--- src/rtl/wiretrace_pkg.sv ---
// Shared constants and record-scheduler state encoding for the trace path.
package wiretrace_pkg;

    localparam logic [7:0]  SYNC_OK   = 8'hA5;
    localparam logic [7:0]  SYNC_LOST = 8'hA7;
    localparam int unsigned REC_BYTES = 4;

    typedef enum logic [2:0] {
        ST_IDLE = 3'd0,
        ST_HDR  = 3'd1,
        ST_VAL  = 3'd2,
        ST_TSH  = 3'd3,
        ST_TSL  = 3'd4
    } rec_state_t;

endpackage

--- src/rtl/trace_event_fifo.sv ---
// Synchronous event FIFO; a pop frees its slot before a same-cycle push is judged.
module trace_event_fifo #(
    parameter int unsigned DATA_W = 24,
    parameter int unsigned AW     = 4
) (
    input  logic              clk,
    input  logic              rst,
    input  logic              push,
    input  logic [DATA_W-1:0] wr_data,
    input  logic              pop,
    output logic [DATA_W-1:0] rd_data,
    output logic              full,
    output logic              empty,
    output logic [AW:0]       level
);
    localparam int unsigned DEPTH = 1 << AW;
    localparam int unsigned LV_W  = AW + 1;

    logic [DATA_W-1:0] mem [DEPTH];
    logic [AW-1:0]     wr_ptr;
    logic [AW-1:0]     rd_ptr;
    logic              do_pop;
    logic              do_push;
    logic [LV_W-1:0]   level_next;

    assign do_pop     = pop & ~empty;
    assign do_push    = push & (~full | do_pop);
    assign level_next = level + LV_W'(do_push) - LV_W'(do_pop);
    assign rd_data    = mem[rd_ptr];

    // Storage array; contents need no reset.
    always_ff @(posedge clk) begin
        if (do_push) begin
            mem[wr_ptr] <= wr_data;
        end
    end

    // Pointers, fill level and registered flags.
    always_ff @(posedge clk or posedge rst) begin
        if (rst) begin
            wr_ptr <= '0;
            rd_ptr <= '0;
            level  <= '0;
            full   <= 1'b0;
            empty  <= 1'b1;
        end else begin
            if (do_push) wr_ptr <= wr_ptr + AW'(1);
            if (do_pop)  rd_ptr <= rd_ptr + AW'(1);
            level <= level_next;
            full  <= (level_next == LV_W'(DEPTH));
            empty <= (level_next == '0);
        end
    end

endmodule

--- src/rtl/trace_tx_scheduler.sv ---
// Timestamps probe transitions, queues them and streams 4-byte records to the UART.
module trace_tx_scheduler
    import wiretrace_pkg::*;
#(
    parameter int unsigned PROBE_W = 8,
    parameter int unsigned TS_W    = 16,
    parameter int unsigned TS_DIV  = 24,
    parameter int unsigned FIFO_AW = 4
) (
    input  logic               clk24,
    input  logic               rst,
    input  logic               enable,
    input  logic [PROBE_W-1:0] probes_in,
    output logic [7:0]         tx_data,
    output logic               tx_valid,
    input  logic               tx_ready,
    output logic               overflow,
    output logic [7:0]         drop_count,
    output logic               busy
);
    localparam int unsigned EV_W = PROBE_W + TS_W;
    localparam int unsigned PS_W = (TS_DIV > 1) ? $clog2(TS_DIV) : 1;
    localparam int unsigned LV_W = FIFO_AW + 1;

    logic [PS_W-1:0]    presc;
    logic [PS_W-1:0]    presc_next;
    logic [TS_W-1:0]    ts;
    logic [TS_W-1:0]    ts_next;
    logic               en_q;
    logic               rose;
    logic               presc_wrap;
    logic               ts_wrap;
    logic               push;
    logic               push_ok;
    logic               drop;
    logic [PROBE_W-1:0] last;

    logic               fifo_full;
    logic               fifo_empty;
    logic [LV_W-1:0]    fifo_level;
    logic [LV_W-1:0]    level_after;
    logic [EV_W-1:0]    fifo_rd;

    rec_state_t         state;
    rec_state_t         state_next;
    logic               pop;
    logic               tx_accept;
    logic               tx_valid_d;
    logic [7:0]         tx_data_d;
    logic [7:0]         hdr_byte;
    logic [PROBE_W-1:0] rec_val;
    logic [TS_W-1:0]    rec_ts;
    logic               lost;
    logic               lost_next;

    assign rose        = enable & ~en_q;
    assign presc_wrap  = (presc == PS_W'(TS_DIV - 1));
    assign ts_wrap     = enable & ~rose & presc_wrap & (&ts);
    assign push        = enable & (rose | (probes_in != last) | ts_wrap);
    assign drop        = push & fifo_full & ~pop;
    assign push_ok     = push & ~drop;
    assign tx_accept   = tx_valid & tx_ready;
    assign hdr_byte    = lost ? SYNC_LOST : SYNC_OK;
    assign lost_next   = drop | (lost & ~pop);
    assign level_after = fifo_level + LV_W'(push_ok) - LV_W'(pop);

    // Prescaler and timestamp advance; an enable rising edge restarts both at zero.
    always_comb begin
        presc_next = presc;
        ts_next    = ts;
        if (rose) begin
            presc_next = '0;
            ts_next    = '0;
        end else if (enable) begin
            if (presc_wrap) begin
                presc_next = '0;
                ts_next    = ts + TS_W'(1);
            end else begin
                presc_next = presc + PS_W'(1);
            end
        end
    end

    trace_event_fifo #(
        .DATA_W (EV_W),
        .AW     (FIFO_AW)
    ) u_fifo (
        .clk     (clk24),
        .rst     (rst),
        .push    (push),
        .wr_data ({probes_in, ts_next}),
        .pop     (pop),
        .rd_data (fifo_rd),
        .full    (fifo_full),
        .empty   (fifo_empty),
        .level   (fifo_level)
    );

    // Record FSM state register.
    always_ff @(posedge clk24 or posedge rst) begin
        if (rst) begin
            state <= ST_IDLE;
        end else begin
            state <= state_next;
        end
    end

    // Record FSM next state: each byte waits for its handshake.
    always_comb begin
        state_next = state;
        case (state)
            ST_IDLE: if (!fifo_empty) state_next = ST_HDR;
            ST_HDR:  if (tx_accept)   state_next = ST_VAL;
            ST_VAL:  if (tx_accept)   state_next = ST_TSH;
            ST_TSH:  if (tx_accept)   state_next = ST_TSL;
            ST_TSL:  if (tx_accept)   state_next = fifo_empty ? ST_IDLE : ST_HDR;
            default:                  state_next = ST_IDLE;
        endcase
    end

    // Record FSM outputs: pop strobe and the next byte/valid to present.
    always_comb begin
        pop        = 1'b0;
        tx_valid_d = tx_valid;
        tx_data_d  = tx_data;
        case (state)
            ST_IDLE: begin
                if (!fifo_empty) begin
                    pop        = 1'b1;
                    tx_valid_d = 1'b1;
                    tx_data_d  = hdr_byte;
                end
            end
            ST_HDR: if (tx_accept) tx_data_d = 8'(rec_val);
            ST_VAL: if (tx_accept) tx_data_d = rec_ts[TS_W-1 -: 8];
            ST_TSH: if (tx_accept) tx_data_d = rec_ts[7:0];
            ST_TSL: begin
                if (tx_accept) begin
                    if (!fifo_empty) begin
                        pop       = 1'b1;
                        tx_data_d = hdr_byte;
                    end else begin
                        tx_valid_d = 1'b0;
                    end
                end
            end
            default: tx_valid_d = 1'b0;
        endcase
    end

    // Timestamp counters and change-detect history.
    always_ff @(posedge clk24 or posedge rst) begin
        if (rst) begin
            presc <= '0;
            ts    <= '0;
            en_q  <= 1'b0;
            last  <= '0;
        end else begin
            presc <= presc_next;
            ts    <= ts_next;
            en_q  <= enable;
            if (push) last <= probes_in;
        end
    end

    // Record registers, byte outputs, loss tracking and busy flag.
    always_ff @(posedge clk24 or posedge rst) begin
        if (rst) begin
            tx_valid   <= 1'b0;
            tx_data    <= 8'h00;
            rec_val    <= '0;
            rec_ts     <= '0;
            lost       <= 1'b0;
            overflow   <= 1'b0;
            drop_count <= 8'h00;
            busy       <= 1'b0;
        end else begin
            tx_valid <= tx_valid_d;
            tx_data  <= tx_data_d;
            if (pop) begin
                rec_val <= fifo_rd[EV_W-1 -: PROBE_W];
                rec_ts  <= fifo_rd[TS_W-1:0];
            end
            lost <= lost_next;
            if (drop) begin
                overflow <= 1'b1;
                if (drop_count != 8'hFF) drop_count <= drop_count + 8'd1;
            end
            busy <= (level_after != '0) | (state_next != ST_IDLE);
        end
    end

endmodule

--- config.mk ---
export PLATFORM = sky130hd
export DESIGN_NAME = trace_tx_scheduler
export DESIGN_NICKNAME = d
export VERILOG_FILES = /design/src/rtl/wiretrace_pkg.sv /design/src/rtl/trace_event_fifo.sv /design/src/rtl/trace_tx_scheduler.sv
export SDC_FILE = /design/constraint.sdc
export NUM_CORES = 1
export LEC_CHECK = 0
export BUFFER_PORTS_ARGS = -buffer_cell sky130_fd_sc_hd__buf_2
export CAP_MARGIN = 20
export CORE_MARGIN = 3
export CORE_UTILIZATION = 62
export CTS_CLUSTER_DIAMETER = 150
export CTS_CLUSTER_SIZE = 8
export DETAILED_ROUTE_END_ITERATION = 12
export GPL_TIMING_DRIVEN = 0
export HOLD_SLACK_MARGIN = 0.1
export PLACE_DENSITY = 0.81
export REMOVE_ABC_BUFFERS = 1
export SLEW_MARGIN = 0
export SYNTH_ARGS = -nofsm -noshare
export SYNTH_HDL_FRONTEND = slang
export SYNTH_SLANG_ARGS = --single-unit
--- constraint.sdc ---
create_clock -name clk24 -period 4.9 [get_ports clk24]
set_clock_uncertainty 0.15 [all_clocks]
set_input_delay 0.735 -clock clk24 [delete_from_list [all_inputs] [get_ports clk24]]
set_output_delay 0.735 -clock clk24 [all_outputs]
set_load 0.01 [all_outputs]
# After elaboration in Yosys (flattened, before gate mapping)
# Memory sizes are Yosys's and may differ from the RTL's. A register that Yosys moved wholly into a read port is not among the register bits.
# Cells that the tools add are included.
[op_classes]
addsub = 9
n_eq_ne = 14
n_mux = 29
bitwise_logic = 24
n_reduce_logical = 11
[op_table]
columns = ["operator", "n"]
rows = [
  ["$mux W16", 3],
  ["$mux W8", 5],
  ["$pmux W8 S5", 1],
  ["$add A16 B1 Y16 const B", 1],
  ["$reduce_and A16 Y1", 1],
  ["$mux W3", 5],
  ["$mux W5", 3],
  ["$pmux W3 S5", 1],
  ["$and A1 B1 Y1", 12],
  ["$add A5 B1 Y5", 2],
  ["$eq A5 B5 Y1 const B", 2],
  ["$ne A2 B2 Y1 const B", 5],
  ["$reduce_bool A5 Y1", 2],
  ["$sub A5 B1 Y5", 2],
  ["$add A4 B1 Y4 const B", 2],
  ["$add A8 B1 Y8 const B", 1],
  ["$mux W1", 8],
  ["$ne A8 B8 Y1", 1],
  ["$ne A8 B8 Y1 const B", 1],
  ["$not A1 Y1", 7],
  ["$eq A3 B2 Y1 const B", 2],
  ["$add A5 B1 Y5 const B", 1],
  ["$logic_not A5 Y1", 1],
  ["$or A1 B1 Y1", 5],
  ["13 further kinds", 13],
]
[totals]
reg_bits = 68
ram_bits = 384
output_inout_bits = 19
wordCells = 104
mem_count = 1
[mem_list]
columns = ["name", "depth", "word_bits", "read_ports", "rd_ports_with_merged_regs", "write_ports", "line_no", "text"]
rows = [
  ["u_fifo.mem", 16, 24, 1, 1, 1, "trace_event_fifo.sv:19", "logic [DATA_W-1:0] mem [DEPTH];"],
]

# Logic depth before layout (Yosys ltp)
[logic_depth]
ltp_word = 16
ltp_mapped = 15
mapped_depth_nobuf = 14

# Modules after synthesis
# From an unflattened synthesis, not the netlist that was laid out.
[hier_totals]
cells_unflattened = 1173
hier_area_um2 = 19314.8
[modules_own_cells]
columns = ["mod", "instances", "cells_per_inst", "area_per_inst_um2"]
rows = [
  ["trace_event_fifo", 1, 791, 15588.7],
  ["trace_tx_scheduler", 1, 382, 3726.1],
]

# Worst setup path after synthesis
# No wires, ideal clock.
[synth_path]
kind = "in2reg"
startpoint = "input enable"
endpoint = "memory u_fifo.mem[3][0] (enable)"
setup_time_ps = 435
arrival_ps = 3708
path_slack_ps = 607
stages = 8
n_path_buf = 2
cell_sequence = "buf_2 -> nand3_1 -> nor4_4 -> nand3_1 -> a21boi_1 -> buf_2 -> nand2_1 -> nor3_1"
[synth_between]
elab_chain_len = 10
[synth_rtl]
columns = ["item", "line_no", "text"]
rows = [
  ["from (decl)", "trace_tx_scheduler.sv:12", "input logic enable,"],
  ["$and A1 B1 Y1", "trace_tx_scheduler.sv:56", "assign rose = enable & ~en_q;"],
  ["$not A1 Y1", "trace_tx_scheduler.sv:58", "assign ts_wrap = enable & ~rose & presc_wrap & (&ts);"],
  ["$and A1 B1 Y1 (3 in series)", "trace_tx_scheduler.sv:58", ""],
  ["$or A1 B1 Y1", "trace_tx_scheduler.sv:59", "assign push = enable & (rose | (probes_in != last) | ts_wrap);"],
  ["$and A1 B1 Y1 *", "trace_tx_scheduler.sv:59", ""],
  ["$and A1 B1 Y1 *", "trace_event_fifo.sv:27", "assign do_push = push & (~full | do_pop);"],
  ["$mux W1 *", "trace_event_fifo.sv:33", "if (do_push) begin"],
  ["$mux W1 (implied by the code) *", "trace_event_fifo.sv:34", "mem[wr_ptr] <= wr_data;"],
  ["to (decl)", "trace_event_fifo.sv:19", ""],
]
# Mark *: on every way between the ends. The rest lies on a longest branch, timed or not.

# Worst setup path after layout
[layout_path]
startpoint = "register state[0]"
endpoint = "memory u_fifo.mem[0][3] (enable)"
[layout_between]
elab_chain_len = 7
[layout_rtl]
columns = ["item", "line_no", "text"]
rows = [
  ["from (decl)", "trace_tx_scheduler.sv:44", "rec_state_t state;"],
  ["from (signal assigned)", "trace_tx_scheduler.sv:104", "state <= state_next;"],
  ["$eq A3 B3 Y1 / $logic_not A3 Y1 (equally long branches)", "trace_tx_scheduler.sv:126", "case (state)"],
  ["$pmux W1 S2 *", "trace_tx_scheduler.sv:126", ""],
  ["$and A1 B1 Y1 *", "trace_event_fifo.sv:26", "assign do_pop = pop & ~empty;"],
  ["$or A1 B1 Y1 *", "trace_event_fifo.sv:27", ""],
  ["$and A1 B1 Y1 *", "trace_event_fifo.sv:27", ""],
  ["$mux W1 *", "trace_event_fifo.sv:33", ""],
  ["$mux W1 (implied by the code) *", "trace_event_fifo.sv:34", ""],
]
# Marked as above.

==> impl_results.md <==
- Syn-to-layout area delta: 14.2%
- Endpoint type of the worst setup path: flop
- CTS clk-pin slew, worst paths: 0.05 ns
- Die area: 0.0328 sq mm
- DRC: 0
- Share of layout cells above drive strength 1: approximately 27%
- # rows: 63
- Status: finished clean
- Layout Cells excl Fill: 1,474
- Crit path time final: around 4.5 ns
- Slew of the pin with the lowest slew margin: 1.04 ns
- First-pass GRT wire length: ~63 mm
- Period utilisation layout: about nine tenths
- Worst EP arrival: around 4.5 ns
- Number of global-route vias before repair: 10,200
- Mapped cell area: roughly 0.019 sq mm
- Reg2Reg Depth: 7
- Total gr overflow: 0
- Largest net degree at the start of global routing: between 50 and 60
- # clock sinks: around 480
- Initial Util: ~64%
- Synth cell types: between 40 and 50
- Clock Latency Late Sink: approximately 0.55 ns
- IO Pins: 31
- Final setup viols: 0
- Die height: ~180 microns
- Initial drt markers: roughly 1,200
- Worst IR drop on VDD: about 380 uV
- Vias: 9,685
- Count of pins over their slew limit: 0
- Synth Area per Inst: 19.8 sq um
- Antenna cells: 0
- H-tree levels: 3
- CTS Buf Count: slightly below 70
- Total GRT Usage: between 20 and 30%
- Tot Pwr: 0.0133 W
- Worst EP required: approximately 5 ns
- DR WL/cell: 28.1 microns
- Register bit count reported by yosys: approximately 480
- Post-cts sizing count: 0
- Core Area: 0.0300 sq mm
- Initial antenna violation count: 1
- GP Congestion: around 0.77
- Max Fclk: around 220 MHz
- Worst min path class: input port to async pin
- Placed cell count: 1,344
- DRT Pass-1 Iters: 7
- Pleak: between 7 and 8 nW
- Fin. Hold Viols: 0
- Routed WL: 41.4 mm
- Post-route ant nets: 0
- Max_slew headroom: 30.4%
- Port buffer count: 30
- Nets@finish: ~1,100
- Number of vias per cell: 6.57
- Deepest clock path buffer count: 3
- CTS tree: built
- Synth Warn #: 0
- Unrepaired setup endpoints after global routing: no
- Setup bufs post-CTS: 0
- Clk root buf: clkbuf_16
- Crit start category: flop
- Die W: 181 microns
- Seq/Total Area, Yosys: roughly 73%
- Pwr dens: ~610 mW/mm^2
- Util after Layout: approximately 73%
- Crit-path max FO: 30
- Setup CP Type: flop to flop
- MaxCap Viol Count: 0
- Gate count after technology mapping: around 960
- Post-DP HPWL: 20.9 mm
- CTS Hold Bufs: 0
==> critical path, cell delays in order, from the launching register on <==
cell and delay [ns]:
dfrtp_1 0.75, nor3_1 0.40, nand2_1 0.21, inv_2 0.65, nand2b_1 0.30, a21boi_1 0.41, buf_4 0.31, and3_2 0.86
==> logic make-up after synthesis <==
family / after synthesis / share of synthesized area (%)
flops: 476 / 72.7
mux: 165 / 16.9
simple gates: 137 / 3.71
buf+inv: 69 / 1.76
compound gates: 52 / 1.72
xor+xnor: 42 / 1.93
fa+ha+maj: 18 / 1.26
==> flip-flops by register name, summed over array words and instances (netlist names) <==
register / flops
u_fifo.wr_ptr: 4
u_fifo.rd_ptr: 4
rec_val: 8
busy: 1
tx_data: 8
overflow: 1
state: 3
drop_count: 8
u_fifo.empty: 1
rec_ts: 16
lost: 1
en_q: 1
u_fifo.mem: 384
last: 8
ts: 16
tx_valid: 1
u_fifo.full: 1
presc: 5
u_fifo.level: 5
==> cells in the mapped netlist, drive strengths merged <==
master	count	area [sq um]
dfrtp	91	2280
mux2i	8	80.1
inv	23	86.3
nand2	23	86.3
a22oi	3	22.5
mux4	120	2700
nor2	39	146
and3	18	113
clkbuf	21	78.8
nand3b	3	22.5
fa	2	40.0
nor2b	5	31.3
xor2	17	149
nand2b	4	25.0
nand3	20	100
nand4	6	37.5
ha	16	200
a41oi	1	8.76
o21ai	14	70.1
dfstp	1	26.3
edfxtp	384	11500
mux2	37	435
and2	3	18.8
or3	2	12.5
o21a	3	22.5
a221o	1	10.0
and4	3	26.3
a21o	5	37.5
a211oi	2	15.0
o31ai	3	22.5
a21boi	2	15.0
xnor2	25	219
o41ai	1	16.3
o211ai	1	7.51
nand4b	1	8.76
nor4	1	21.3
buf	25	170
or2	1	6.26
or4	2	15.0
a21oi	16	80.1
nor3	6	35.0
==> per-layer routing <==
layer | track usage, % | wire (microns)
met1 | 37.1 | 16500
met2 | 41.6 | 20900
met5 | 0 | 14
met4 | 9.41 | 1350
met3 | 3.87 | 2650
==> path summary, 6_finish.rpt <==
check                           startpoint               end  slack [ns]
worst max-delay path              state[0]  u_fifo.mem[0][3]        0.44
worst min-delay path                   rst        rec_val[5]        0.11
worst max register to register    state[0]  u_fifo.mem[0][3]        0.44
worst min register to register    overflow          overflow        0.30
max in group asynchronous              rst             ts[3]        3.82
min in group clk24                overflow          overflow        0.30
==> report_power, final <==
group | switching (W) | internal [W] | leakage [nW]
Clock | 0.00165 | 0.00276 | 0.971
Sequential | 0.000532 | 0.00498 | 4.49
Combinational | 0.00164 | 0.00171 | 1.93
==> layout make-up <==
class                      instances  area (sq um)
clock buffer                     121          1960
inverter                          23          88.8
sequential                       476         13800
clock inverter                     5          80.1
fill                            1707          8230
tap                              390           488
multi-input combinational        414          4890
timing repair buffer              45           373
==> cells in the final DEF, fill, tap and decap left out, types with 4 or more instances in the layout <==
cell type and instances:
a21o_1 5, a21oi_1 16, and3_2 15, buf_16 4, buf_2 30, buf_4 6, clkbuf_1 50, clkbuf_16 71
dfrtp_1 87, edfxtp_1 384, ha_1 16, inv_1 20, mux2_1 9, mux2_2 23, mux2_4 5, mux2i_1 8
mux4_2 120, nand2_1 23, nand2b_1 4, nand3_1 20, nand4_1 6, nor2_1 39, nor2b_1 5, nor3_1 4
o21ai_0 9, o21ai_1 5, xnor2_1 25, xor2_1 17
==> metrics by stage <==
stage | setup WS, ns | area (sq um) | TNS (ns) | hold WS (ns)
2_1_floorplan | -0.548 | 18800 | -13.13 | 0.299
3_3_place_gp | -3.32 | 19400 | -393.66 | 0.294
3_5_place_dp | 0.603 | 19600 | 0 | 0.298
4_1_cts | 0.496 | 21700 | 0 | 0.119
5_1_grt | 0.331 | 21700 | 0 | 0.140
6_report | 0.437 | 21700 | 0 | 0.113
(Power assumes the default switching activity.)
